## src/rtl/vga_timing_gen.sv

```systemverilog
// ---------------------------------------------------------------------------
// vga_timing_gen
// Parametrised VGA raster timing generator. Two counters walk the raster
// (active, front porch, sync, back porch per axis). A decode register turns
// the counter state into sync, blanking, coordinates and strobes, and
// PIPE_DELAY further register stages delay every output by the same number
// of pixel ticks. All state advances only on clk edges where pix_ce=1.
//
// Optional feature macro: VGA_LINE_REQ_EN
//   When defined, adds parameter LINE_LEAD and the outputs line_req /
//   line_req_y. line_req fires LINE_LEAD ticks ahead of each active line's
//   line_start, and line_req_y names the row that line will show.
//
// Ports:
//   clk          pixel-domain clock
//   reset        synchronous, active-high reset
//   pix_ce       pixel tick qualifier
//   enable       run enable; low holds the raster at the origin
//   hsync/vsync  sync outputs, active level H_POL / V_POL
//   de           data enable (active region)
//   x, y         active column/row, 0 outside the active region
//   hblank       horizontal blanking flag
//   vblank       vertical blanking flag
//   line_start   one-clk strobe at the first pixel of each active line
//   frame_start  one-clk strobe at pixel (0,0)
//   line_req     (VGA_LINE_REQ_EN) one-clk line fetch request
//   line_req_y   (VGA_LINE_REQ_EN) row requested by the last line_req
// ---------------------------------------------------------------------------
module vga_timing_gen #(
    parameter int unsigned H_ACTIVE   = 640,
    parameter int unsigned H_FP       = 16,
    parameter int unsigned H_SYNC     = 96,
    parameter int unsigned H_BP       = 48,
    parameter logic        H_POL      = 1'b0,
    parameter int unsigned V_ACTIVE   = 480,
    parameter int unsigned V_FP       = 10,
    parameter int unsigned V_SYNC     = 2,
    parameter int unsigned V_BP       = 33,
    parameter logic        V_POL      = 1'b0,
    parameter int unsigned CW         = 11,
    parameter int unsigned PIPE_DELAY = 0
`ifdef VGA_LINE_REQ_EN
    ,
    parameter int unsigned LINE_LEAD  = 8
`endif
) (
    input  logic          clk,
    input  logic          reset,
    input  logic          pix_ce,
    input  logic          enable,
    output logic          hsync,
    output logic          vsync,
    output logic          de,
    output logic [CW-1:0] x,
    output logic [CW-1:0] y,
    output logic          hblank,
    output logic          vblank,
    output logic          line_start,
    output logic          frame_start
`ifdef VGA_LINE_REQ_EN
    ,
    output logic          line_req,
    output logic [CW-1:0] line_req_y
`endif
);

    localparam int unsigned H_TOTAL = H_ACTIVE + H_FP + H_SYNC + H_BP;
    localparam int unsigned V_TOTAL = V_ACTIVE + V_FP + V_SYNC + V_BP;

    // Elaboration-time parameter checks
    if (H_FP == 0 || H_SYNC == 0 || H_BP == 0 ||
        V_FP == 0 || V_SYNC == 0 || V_BP == 0) begin : g_err_zero
        $error("vga_timing_gen: porch and sync widths must be non-zero");
    end
    if ((longint'(1) << CW) < longint'(H_TOTAL) ||
        (longint'(1) << CW) < longint'(V_TOTAL)) begin : g_err_cw
        $error("vga_timing_gen: CW too narrow for H_TOTAL/V_TOTAL");
    end
    if (PIPE_DELAY > 15) begin : g_err_pipe
        $error("vga_timing_gen: PIPE_DELAY must be 0..15");
    end
`ifdef VGA_LINE_REQ_EN
    if (LINE_LEAD == 0 || LINE_LEAD > H_TOTAL - H_ACTIVE) begin : g_err_lead
        $error("vga_timing_gen: LINE_LEAD must be 1..H_TOTAL-H_ACTIVE");
    end
`endif

    localparam logic [CW-1:0] H_ACT  = CW'(H_ACTIVE);
    localparam logic [CW-1:0] H_SS   = CW'(H_ACTIVE + H_FP);
    localparam logic [CW-1:0] H_SE   = CW'(H_ACTIVE + H_FP + H_SYNC);
    localparam logic [CW-1:0] H_LAST = CW'(H_TOTAL - 1);
    localparam logic [CW-1:0] V_ACT  = CW'(V_ACTIVE);
    localparam logic [CW-1:0] V_SS   = CW'(V_ACTIVE + V_FP);
    localparam logic [CW-1:0] V_SE   = CW'(V_ACTIVE + V_FP + V_SYNC);
    localparam logic [CW-1:0] V_LAST = CW'(V_TOTAL - 1);
`ifdef VGA_LINE_REQ_EN
    localparam logic [CW-1:0] H_REQ  = CW'(H_TOTAL - LINE_LEAD);
`endif

    typedef struct packed {
        logic          hsync;
        logic          vsync;
        logic          de;
        logic [CW-1:0] x;
        logic [CW-1:0] y;
        logic          hblank;
        logic          vblank;
        logic          line_start;
        logic          frame_start;
`ifdef VGA_LINE_REQ_EN
        logic          line_req;
        logic [CW-1:0] line_req_y;
`endif
    } stage_t;

    function automatic stage_t idle_stage();
        stage_t s;
        s        = '0;
        s.hsync  = ~H_POL;
        s.vsync  = ~V_POL;
        s.hblank = 1'b1;
        s.vblank = 1'b1;
        return s;
    endfunction

    logic [CW-1:0] h_cnt;
    logic [CW-1:0] v_cnt;
    logic          h_last;
    logic          v_last;
    logic          h_act;
    logic          v_act;
    logic          ce_seen;
    stage_t        dec_nxt;
    stage_t        stg [0:PIPE_DELAY];

    assign h_last = (h_cnt == H_LAST);
    assign v_last = (v_cnt == V_LAST);
    assign h_act  = (h_cnt < H_ACT);
    assign v_act  = (v_cnt < V_ACT);

    // Raster counters
    always_ff @(posedge clk) begin
        if (reset) begin
            h_cnt <= '0;
            v_cnt <= '0;
        end else if (pix_ce) begin
            if (!enable) begin
                h_cnt <= '0;
                v_cnt <= '0;
            end else if (h_last) begin
                h_cnt <= '0;
                v_cnt <= v_last ? '0 : v_cnt + 1'b1;
            end else begin
                h_cnt <= h_cnt + 1'b1;
            end
        end
    end

    // Decode of the current counter state
    always_comb begin
        logic [CW-1:0] req_v;
        dec_nxt = idle_stage();
        req_v   = v_last ? '0 : v_cnt + 1'b1;
        if (enable) begin
            dec_nxt.hsync       = (h_cnt >= H_SS && h_cnt < H_SE) ? H_POL : ~H_POL;
            dec_nxt.vsync       = (v_cnt >= V_SS && v_cnt < V_SE) ? V_POL : ~V_POL;
            dec_nxt.de          = h_act && v_act;
            dec_nxt.x           = (h_act && v_act) ? h_cnt : '0;
            dec_nxt.y           = (h_act && v_act) ? v_cnt : '0;
            dec_nxt.hblank      = !h_act;
            dec_nxt.vblank      = !v_act;
            dec_nxt.line_start  = (h_cnt == '0) && v_act;
            dec_nxt.frame_start = (h_cnt == '0) && (v_cnt == '0);
        end
`ifdef VGA_LINE_REQ_EN
        // The request row is the line after the current one, so the
        // request for line 0 comes out of the last line of the frame.
        dec_nxt.line_req_y = stg[0].line_req_y;
        if (enable && h_cnt == H_REQ && req_v < V_ACT) begin
            dec_nxt.line_req   = 1'b1;
            dec_nxt.line_req_y = req_v;
        end
`else
        req_v = '0;
`endif
    end

    // Decode register followed by PIPE_DELAY delay stages
    always_ff @(posedge clk) begin
        if (reset) begin
            for (int unsigned i = 0; i <= PIPE_DELAY; i++) begin
                stg[i] <= idle_stage();
            end
        end else if (pix_ce) begin
            stg[0] <= dec_nxt;
            for (int unsigned i = 1; i <= PIPE_DELAY; i++) begin
                stg[i] <= stg[i-1];
            end
        end
    end

    // Strobe bits stay held in the stages so they survive sparse pix_ce;
    // they only reach the outputs in the clk cycle right after a tick.
    always_ff @(posedge clk) begin
        if (reset) begin
            ce_seen <= 1'b0;
        end else begin
            ce_seen <= pix_ce;
        end
    end

    assign hsync       = stg[PIPE_DELAY].hsync;
    assign vsync       = stg[PIPE_DELAY].vsync;
    assign de          = stg[PIPE_DELAY].de;
    assign x           = stg[PIPE_DELAY].x;
    assign y           = stg[PIPE_DELAY].y;
    assign hblank      = stg[PIPE_DELAY].hblank;
    assign vblank      = stg[PIPE_DELAY].vblank;
    assign line_start  = stg[PIPE_DELAY].line_start & ce_seen;
    assign frame_start = stg[PIPE_DELAY].frame_start & ce_seen;
`ifdef VGA_LINE_REQ_EN
    assign line_req    = stg[PIPE_DELAY].line_req & ce_seen;
    assign line_req_y  = stg[PIPE_DELAY].line_req_y;
`endif

endmodule

```

## config.mk

```make
export PLATFORM = sky130hd
export DESIGN_NAME = vga_timing_gen
export DESIGN_NICKNAME = d
export VERILOG_FILES = /design/src/rtl/vga_timing_gen.sv
export SDC_FILE = /design/constraint.sdc
export NUM_CORES = 1
export LEC_CHECK = 0
export BUFFER_PORTS_ARGS = -buffer_cell sky130_fd_sc_hd__buf_4
export CORE_MARGIN = 10
export CORE_UTILIZATION = 30
export CTS_CLUSTER_SIZE = 40
export DETAILED_ROUTE_END_ITERATION = 12
export PLACE_DENSITY_LB_ADDON = 0.08
export SLEW_MARGIN = 20
export SYNTH_ARGS = -nofsm -noshare
export SYNTH_HDL_FRONTEND = slang
export SYNTH_SLANG_ARGS = --single-unit
```

## constraint.sdc

```tcl
create_clock -name clk -period 5 [get_ports clk]
set_input_delay 1 -clock clk [delete_from_list [all_inputs] [get_ports clk]]
set_output_delay 1 -clock clk [all_outputs]
set_load 0.02 [all_outputs]
```

-- Word-level counts from Yosys, hierarchy flattened
Memories as Yosys holds them, arrays and structs flattened.
Cells that the tools add are included.
- bits in registers: 23
- RAM bits: 29
- input bits: 4
- output and inout bits: 29
- logic and storage cells: 45
- memories: 1
- memory list (memory ; depth ; bits a word ; rd ports ; clocked after Yosys merged registers in ; write ports ; line ; RTL):
    stg ; 1 ; 29 ; 1 ; 0 ; 1 ; 134 ; stage_t stg [0:PIPE_DELAY];
- add/sub/neg operators: 2
- $lt $le $gt $ge: 6
- equality and inequality tests: 3
- mux-type cells: 17
- bitwise operators: 2
- reductions and logical operators: 11
- operator list (cell ; count):
    $mux 11 ; 7
    $mux 29 ; 2
    $reduce_or 29->1 ; 1
    $add 11x1->11 const B ; 2
    $eq 11x10->1 const B ; 2
    $logic_not 11->1 ; 2
    $lt 11x10->1 const B ; 2
    $lt 11x9->1 const B ; 2
    $ge 11x10->1 const B ; 1
    $ge 11x9->1 const B ; 1
    $mux 1 ; 8
    $logic_and 1x1->1 ; 5
    $and 1x1->1 ; 2
    $logic_not 1->1 ; 2
    $ne 2x1->1 const B ; 1
    $reduce_and 2->1 ; 1

-- Longest topological paths before layout
Gate-level depths: netlist of run 1.
- depth in word-level cells: 5
- gate-level depth with buffers: 6
- gate-level depth less buffers: 6

-- Worst setup path after synthesis of run 1
Ideal clock, no wire load.
- path type: input to register
- from: in pix_ce
- to: reg h_cnt[4]
- setup time: 125 ps
- arrival time: 2232 ps
- required time: 4875 ps
- path slack: 2642 ps
- cell stages on the path: 6
- buffers on the path: 1
- cell sequence: buf_2 > nor2_1 > inv_1 > o21ai_0 > nand2_1 > o21ai_0
- RTL lines (what ; line ; RTL):
    from (decl) ; 49 ; input logic pix_ce,
    to (signal assigned) ; 154 ; h_cnt <= h_cnt + 1'b1;
    to (decl) ; 126 ; logic [CW-1:0] h_cnt;

-- Worst setup path in the final report of run 1
- from: in reset
- to: mem stg[0][17] (netlist name) (data pin)
- cells in the longest elaborated chain, start to end: 4
- ends and longest elaborated chain (what ; line ; RTL):
    from (decl) ; 48 ; input logic reset,
    $mux 1 ; 190 ; if (reset) begin
    $mux 1 (implied by the code) ; 195 ; stg[0] <= dec_nxt;
    $reduce_or 29->1 (no line) ; n/a ;
    $mux 29 (no line) ; n/a ;
    to (decl) ; 134 ;
Every way passes these cells.

==> results of run 1 <==
logic make-up (layout without fill, tap and decap cells):
logic type	after synthesis	in the layout	synth area share [%]
other	1	3	0.1418
multiplexers	3	3	1.183
flip-flops	52	52	50.36
AO/OA/AOI/OAI	40	40	10.84
buffers and inverters	43	51	9.607
adder cells (fa/ha/maj)	4	4	1.893
AND/OR/NAND/NOR	98	98	24.33
XOR/XNOR	5	5	1.657
layer usage:
layer	track usage (%)	vias up
li1	-	901
met2	13.21	34
met4	3.008	0
met1	13.39	881
met3	2.100	6
met5	0	-
cell usage in the layout, fill, tap and decap left out, types with 2 or more instances in the layout:
cell / Yosys / routed
nor4_1: 6 / 6
nand4_1: 12 / 12
a22o_1: 4 / 4
nand3b_1: 3 / 3
o21ai_1: 2 / 2
nor4_4: 2 / 2
nor2_1: 8 / 8
nand2b_1: 5 / 5
edfxtp_1: 29 / 29
clkbuf_8: 0 / 6
dfxtp_1: 23 / 23
a21oi_1: 4 / 4
a31oi_1: 14 / 14
ha_1: 4 / 4
nand2_1: 9 / 9
nor2b_1: 2 / 2
conb_1: 1 / 3
mux2i_1: 2 / 2
and2_1: 20 / 20
and3_1: 5 / 5
inv_1: 10 / 10
a22oi_1: 4 / 4
xnor2_1: 3 / 3
buf_4: 23 / 33
nor3_1: 3 / 3
and4b_1: 2 / 2
and4_1: 2 / 2
nand3_1: 9 / 9
xor2_1: 2 / 2
o21ai_0: 7 / 7
or4_1: 2 / 2
where the power goes:
part / internal (uW) / total, uW / switching [uW] / leakage (uW)
clock network: 164 / 305 / 141 / 0.0000614
registers: 465 / 469 / 4.54 / 0.000493
logic: 24.6 / 67.6 / 43.0 / 0.000553
total: 653 / 842 / 189 / 0.00111
worst min-delay path: cells and delay by family, from the launching register on:
family / cells / cell delay, ps
flops: 1 / 340
buf+inv: 1 / 60
compound gates: 1 / 60
area by class of cell:
| type | instances | share of cell area (%) |
|---|---|---|
| clock buffer | 6 | 2.810 |
| clock inverter | 2 | 1.320 |
| inverter | 10 | 1.277 |
| multi-input combinational | 153 | 36.27 |
| sequential | 52 | 45.30 |
| tap | 108 | 4.598 |
| timing repair buffer | 33 | 8.429 |
stage by stage:
| step | setup WS, ps | utilization (%) |
|---|---|---|
| floorplan | 2642 | - |
| CTS | 2794 | 34.03 |
| finish | 2806 | 34.03 |
| global route | 2664 | 34.03 |
| global placement | 2482 | 32.63 |
| detailed placement | 2477 | 32.63 |
sequential cells by signal, indices dropped and copies added (netlist names):
| register | cells |
|---|---|
| v_cnt | 11 |
| ce_seen | 1 |
| h_cnt | 11 |
| stg | 29 |
how the worst max path moves through the flow:
| stage | to | slack, ps | cells past startpoint |
|---|---|---|---|
| finish | stg[0][17] | 2810 | 5 |
| global route | stg[0][12] | 2660 | 5 |
| CTS | stg[0][17] | 2790 | 5 |
| detailed placement | stg[0][17] | 2480 | 5 |
| global placement | stg[0][10] | 2480 | 5 |
| floorplan | h_cnt[4] | 2640 | 6 |
==> impl_results.md, run 1 <==
* Aggregate global routing overflow at 0
* Total CTS buffers at 5
* Slowest cell on crit path: nor3_4
* Mapped Cells at 246
* Flop2flop setup slack at 2980 ps
* Fmax at ~0.46 GHz
* DR WL met2 at ~2500 microns
* EDFF count, synth at 29
* CORE AREA at 8636 sq um
* Critical path startpoint: reset
* Top Ports at 33
* DR iter-0 viols at 160
* R2R Path End: v_cnt[8]
* HP Class: register to register
* Port bufs at 32
* PnR Total Power at about 840 uW
* # rows at 34
* Worst Setup End Kind: register
* Critical Path RT at 5170 ps
* Max Transition Viols Final at 0
* WL met3 at 236 microns
* Fin area at 2939 sq um
* Diode count at 0
* Multi-input gate area at 1066 sq um
* Via/cell ratio at 5.005
* CP top delay family: simple AND/OR/NAND/NOR gates
* Post_cts resized at 0
* Worst-Margin Slew at 551.3 ps
* Clock Pin Slew Worst Setup and Hold Paths at 100 ps
* CP Launch Type: input pin
* Post-DRT Antenna Nets at 0
* Reg2Reg Launch Point: h_cnt[1]
* Fraction of layout cells with a size suffix above 1 at 19.53%
* Critical path arrival at 2370 ps
* Post-synth ARST share at 0%
* Die H at 113.9 microns
* Clock Path Buffers at 2
* Yosys top cell area share at 32.94%
* Most common cell in the netlist: edfxtp_1
* Max cap viols at 0
* CTS tree: yes
* Number of global-route vias before repair at 1814
* Largest net degree at the start of global routing at 34
* Initial antenna violation count at 0
* Post-Syn Area at 2644 sq um
* Crit share post-route at between 40 and 50%
* Hold_sp: v_cnt[10]
* WP buf/inv at 1
* Fillers at 905
* Hold path cells at 2
* Initial Utilization at 30.61%
* RSZ-0062 raised after global routing: false
* 1st-pass router iterations at 4
* Max VDD drop at about 0.00012 V
* Placed cell areas at 2818 sq um
* Mean routed wirelength per cell at ~16 microns
* Top routing layer in use: met4
* Worst R2R Path Depth at 5
* Fin cells at ~360
* Final setup fails at 0
* Synth top area cells: edfxtp_1 33%, dfxtp_1 17%, buf_4 6.5%
* CP Cell Sequence: buf_4, and3b_1, nand3_2, nor3_4, and2_1
* GRT Util Overall at just over 9%
* Area grow syn2layout at 11.17%
* CTS H-Tree Depth at 2
* Inst Count DP at 356
* Hold endpoint: v_cnt[10]
* Total die area at 12970 sq um
* Post-synthesis sequential area ratio at between 50% and 60%
* Post-Route WL at 5904 microns
* DRC viols at 0
* Netlist cell types at 46
* Chip width at between 100 and 150 microns
* Setup Skew at 6.756 ps
* Postcts setup bufs at 0
* Max-slew headroom at 62.97%
* Register area at 1331 sq um
* Sum of negative setup slack at 0 ps
* Syn Area/Cell at 10.75 sq um
* CTS sink cnt at 52
* Cts hold-fix bufs at 0
* PD cells at roughly 290 nW/um^2
* Met1 WL at approximately 3000 microns
* Post-synth top cells: 29 x edfxtp_1, 23 x buf_4, 23 x dfxtp_1
* Global-route wire length before repair at 9887 microns
* CP Class: input pin to register
* Final Hold Viols at 0
* Final HPWL DP at 4195 microns
* Min Clock Period, post-route at 2194 ps
* Main flop type after synthesis: edfxtp_1
* Outcome: completed
* Pleak at 0.001108 uW
* WHS at 504.4 ps
* Cell taking the most area after synthesis: edfxtp_1
* Root buffer cell: clkbuf_8
* Gp weighted congestion at 0.7805
* Maximum fanout along the worst path at 16
* Yosys reg bits at 52
* Nets at 263
* Worst-Skew Late Latency at 300 ps
* Yosys warnings at 0
* Max incr delay on CP at 480 ps
* Vias at about 1800
Power figures use the tool's default switching activity.
==> inputs of run 2 (changes only) <==
==> constraint.sdc (replaced) <==
create_clock -name clk -period 2 [get_ports clk]
set_input_delay 0.4 -clock clk [delete_from_list [all_inputs] [get_ports clk]]
set_output_delay 0.4 -clock clk [all_outputs]
set_load 0.02 [all_outputs]
==> run 2 against run 1 <==
Against the previous run: critical path depth increased by 1; global-route usage rose by 0.19 points; worst setup slack worse by 2600 ps; register-to-register slack got worse by 2700 ps; first-iteration DRC count fell by 26%; critical path type is now register to register; cell count increased by 6.6%; hold slack got worse by 170 ps; largest power group unchanged; sequential power up 150%; sequential cell count did not move; die area is the same.
==> impl_results.md, run 2 (synthesis gave the netlist of run 1 again) <==
* Max incr delay on CP at 470 ps (was 480 ps)
* Max cap viols at 0 (unchanged)
* P_int at 1735 uW (was 653.0 uW)
* Reg with most FFs: stg (unchanged)
* Gp weighted congestion at 0.7678 (was 0.7805)
* Outcome: completed (unchanged)
* Max Transition Viols Final at 0 (unchanged)
* Top Ports at 33 (unchanged)
* Critical path arrival at 2000 ps (was 2370 ps)
* Maximum fanout along the worst path at 10 (was 16)
* Nets at 287 (was 263)
* Initial Utilization at 30.61% (unchanged)
* Gr busiest metal: met1 (unchanged)
* Total CTS buffers at 5 (unchanged)
* Post_cts resized at 0 (unchanged)
* Reg power frac at 53.1% (was 55.7%)
* CP Launch Type: register (was input pin)
* Min Clock Period, post-route at approximately 1800 ps
* Setup Skew at 10.58 ps (was 6.756 ps)
* Root buffer cell: clkbuf_8 (unchanged)
* CTS H-Tree Depth at 2 (unchanged)
* Area grow syn2layout at 18.88% (was 11.17%)
* Aggregate global routing overflow at 0 (unchanged)
* Final Core Density at 36.40% (was 34.03%)
* Most frequent cells in the layout: 56 x buf_4, 29 x edfxtp_1, 23 x dfxtp_1 (was 33 x buf_4, 29 x edfxtp_1, 23 x dfxtp_1)
* Global-route wire length before repair at 10040 microns (was 9887 microns)
* Total die area at 12970 sq um (unchanged)
* Number of global-route vias before repair at 1852 (was 1814)
* Crit share post-route at 88.30%
* DR iter-0 viols at 119 (was 160)
* Final setup fails at 0 (unchanged)
* Commonest non-fill, non-tap cell in the layout: buf_4 (unchanged)
* HP Class: input pin to register (was register to register)
* Initial antenna violation count at 0 (unchanged)
* Inst Count DP at 380 (was 356)
* GRT Util Overall at 9.454% (was 9.265%)
* Post-DRT Antenna Nets at 0 (unchanged)
* Post-Route WL at 6003 microns (was 5904 microns)
* RSZ-0062 raised after global routing: false (unchanged)
* Mean routed wirelength per cell at 15.47 microns (was 16.22 microns)
* Clock Pin Slew Worst Setup and Hold Paths at 90 ps (was 100 ps)
* CTS sink cnt at 52 (unchanged)
* P_sw at 474.7 uW (was 188.6 uW)
* Worst Setup End Kind: register (unchanged)
* Worst-Margin Slew at 535.5 ps (was 551.3 ps)
* GRT met1 Usage at 13.60% (was 13.39%)
* CTS tree: yes (unchanged)
* Chip width at 113.9 microns (unchanged)
* DRC viols at 0 (unchanged)
* Pleak at 0.001242 uW (was 0.001108 uW)
* CORE AREA at 8636 sq um (unchanged)
* Max VDD drop at 0.0003023 V (was 0.0001230 V)
* Fin cells at 388 (was 364)
* Die H at 113.9 microns (unchanged)
* Largest regs: stg: 29 flops, h_cnt: 11 flops, v_cnt: 11 flops (unchanged)
* Critical Path RT at 2230 ps (was 5170 ps)
* 1st-pass router iterations at 4 (unchanged)
* Vias at 1913 (was 1822)
* GR Layer Usage met3 at 2.362% (was 2.100%)
* Final HPWL DP at 4517 microns (was 4195 microns)
* # rows at 34 (unchanged)
* Max-slew headroom at 64.30% (was 62.97%)
* Fmax at 0.5663 GHz
* Sum of negative setup slack at 0 ps (unchanged)
* Clock Path Buffers at 2 (unchanged)
* Final Hold Viols at 0 (unchanged)
* Slowest cell on crit path: a311oi_4 (was nor3_4)
* Diode count at 0 (unchanged)
* Fraction of layout cells with a size suffix above 1 at 26.07% (was 19.53%)
* Sw Share at 21.49% (was 22.41%)
* Port bufs at 32 (unchanged)
* Power share of the clock group at 38.6% (was 36.2%)
* CP Cell Sequence: inv_1, ha_1, nor2b_1, a311oi_4, nand4_1, o22ai_1 (was buf_4, and3b_1, nand3_2, nor3_4, and2_1)
* CP Class: register to register (was input pin to register)
* Postcts setup bufs at 0 (unchanged)
* Cts hold-fix bufs at 0 (unchanged)
* Max reg flops at 29 (unchanged)
* PnR Total Power at 2209 uW (was 841.6 uW)
* PD cells at 702.9 nW/um^2 (was 286.3 nW/um^2)
* Largest net degree at the start of global routing at 34 (unchanged)
* Via/cell ratio at 4.930 (was 5.005)
* Worst-Skew Late Latency at 300 ps (about the same)
* Met2 global-route usage at 13.44% (was 13.21%)
* Combinational Power Share at 8.3% (was 8.0%)
==> run 2: changes by cell type in the layout (fill, tap and decap cells not counted) <==
| cell | delta |
|---|---|
| buf_12 | +1 |
| buf_4 | +23 |
| bufinv_16 | +1 |
| clkbuf_1 | +1 |
| clkbuf_8 | -1 |
| clkinv_4 | -1 |
==> run 2: layer usage <==
metal	vias to the layer above	part of all wire (%)	wire length (microns)
met4	0	1.5	93
met3	7	5.8	349
met5	-	0	0
li1	947	-	-
met2	43	41	2482
met1	916	51	3079
==> run 2: final cells by class <==
type	count	area [sq um]
Tap cell	108	135.1
Fill cell	899	5493
Multi-Input combinational cell	153	1066
Clock inverter	2	60.06
Timing Repair Buffer	57	440.4
Clock buffer	6	72.57
Inverter	10	37.54
Sequential cell	52	1331
==> run 2: path summary, 6_finish.rpt <==
kind	slack, ps	cells past startpoint	to	startpoint
setup reg to reg	230	6	v_cnt[9]	v_cnt[1]
setup / recovery	230	6	v_cnt[9]	v_cnt[1]
hold / removal	330	2	v_cnt[0]	reset
hold reg to reg	500	2	v_cnt[10]	v_cnt[10]
==> run 2: metrics by stage <==
step / instance area [sq um] / hold WS, ps / setup WS, ps
after floorplan: 2651 / 455.5 / 242.3
after global placement: 3010 / 496.7 / 179.5
after detailed placement: 3010 / 490.3 / 200.1
after CTS: 3143 / 317.2 / 241.6
after global routing: 3143 / 331.0 / 37.68
final: 3143 / 333.4 / 234.1
==> run 2: worst max-delay path, delay by kind of cell (launching register included) <==
kind                     cells  cell delay, ps
adder cells (fa/ha/maj)      1             180
buffers and inverters        1             110
flip-flops                   1             420
AND/OR/NAND/NOR              2             360
AO/OA/AOI/OAI                2             620
==> run 2: power groups by stage <==
stage / Combinational, uW / Sequential (uW) / Clock (uW)
floorplan: 122 / 1200 / 0
global placement: 189 / 1200 / 0
detailed placement: 188 / 1200 / 0
CTS: 188 / 1170 / 881
global route: 201 / 1180 / 915
finish: 184 / 1170 / 853
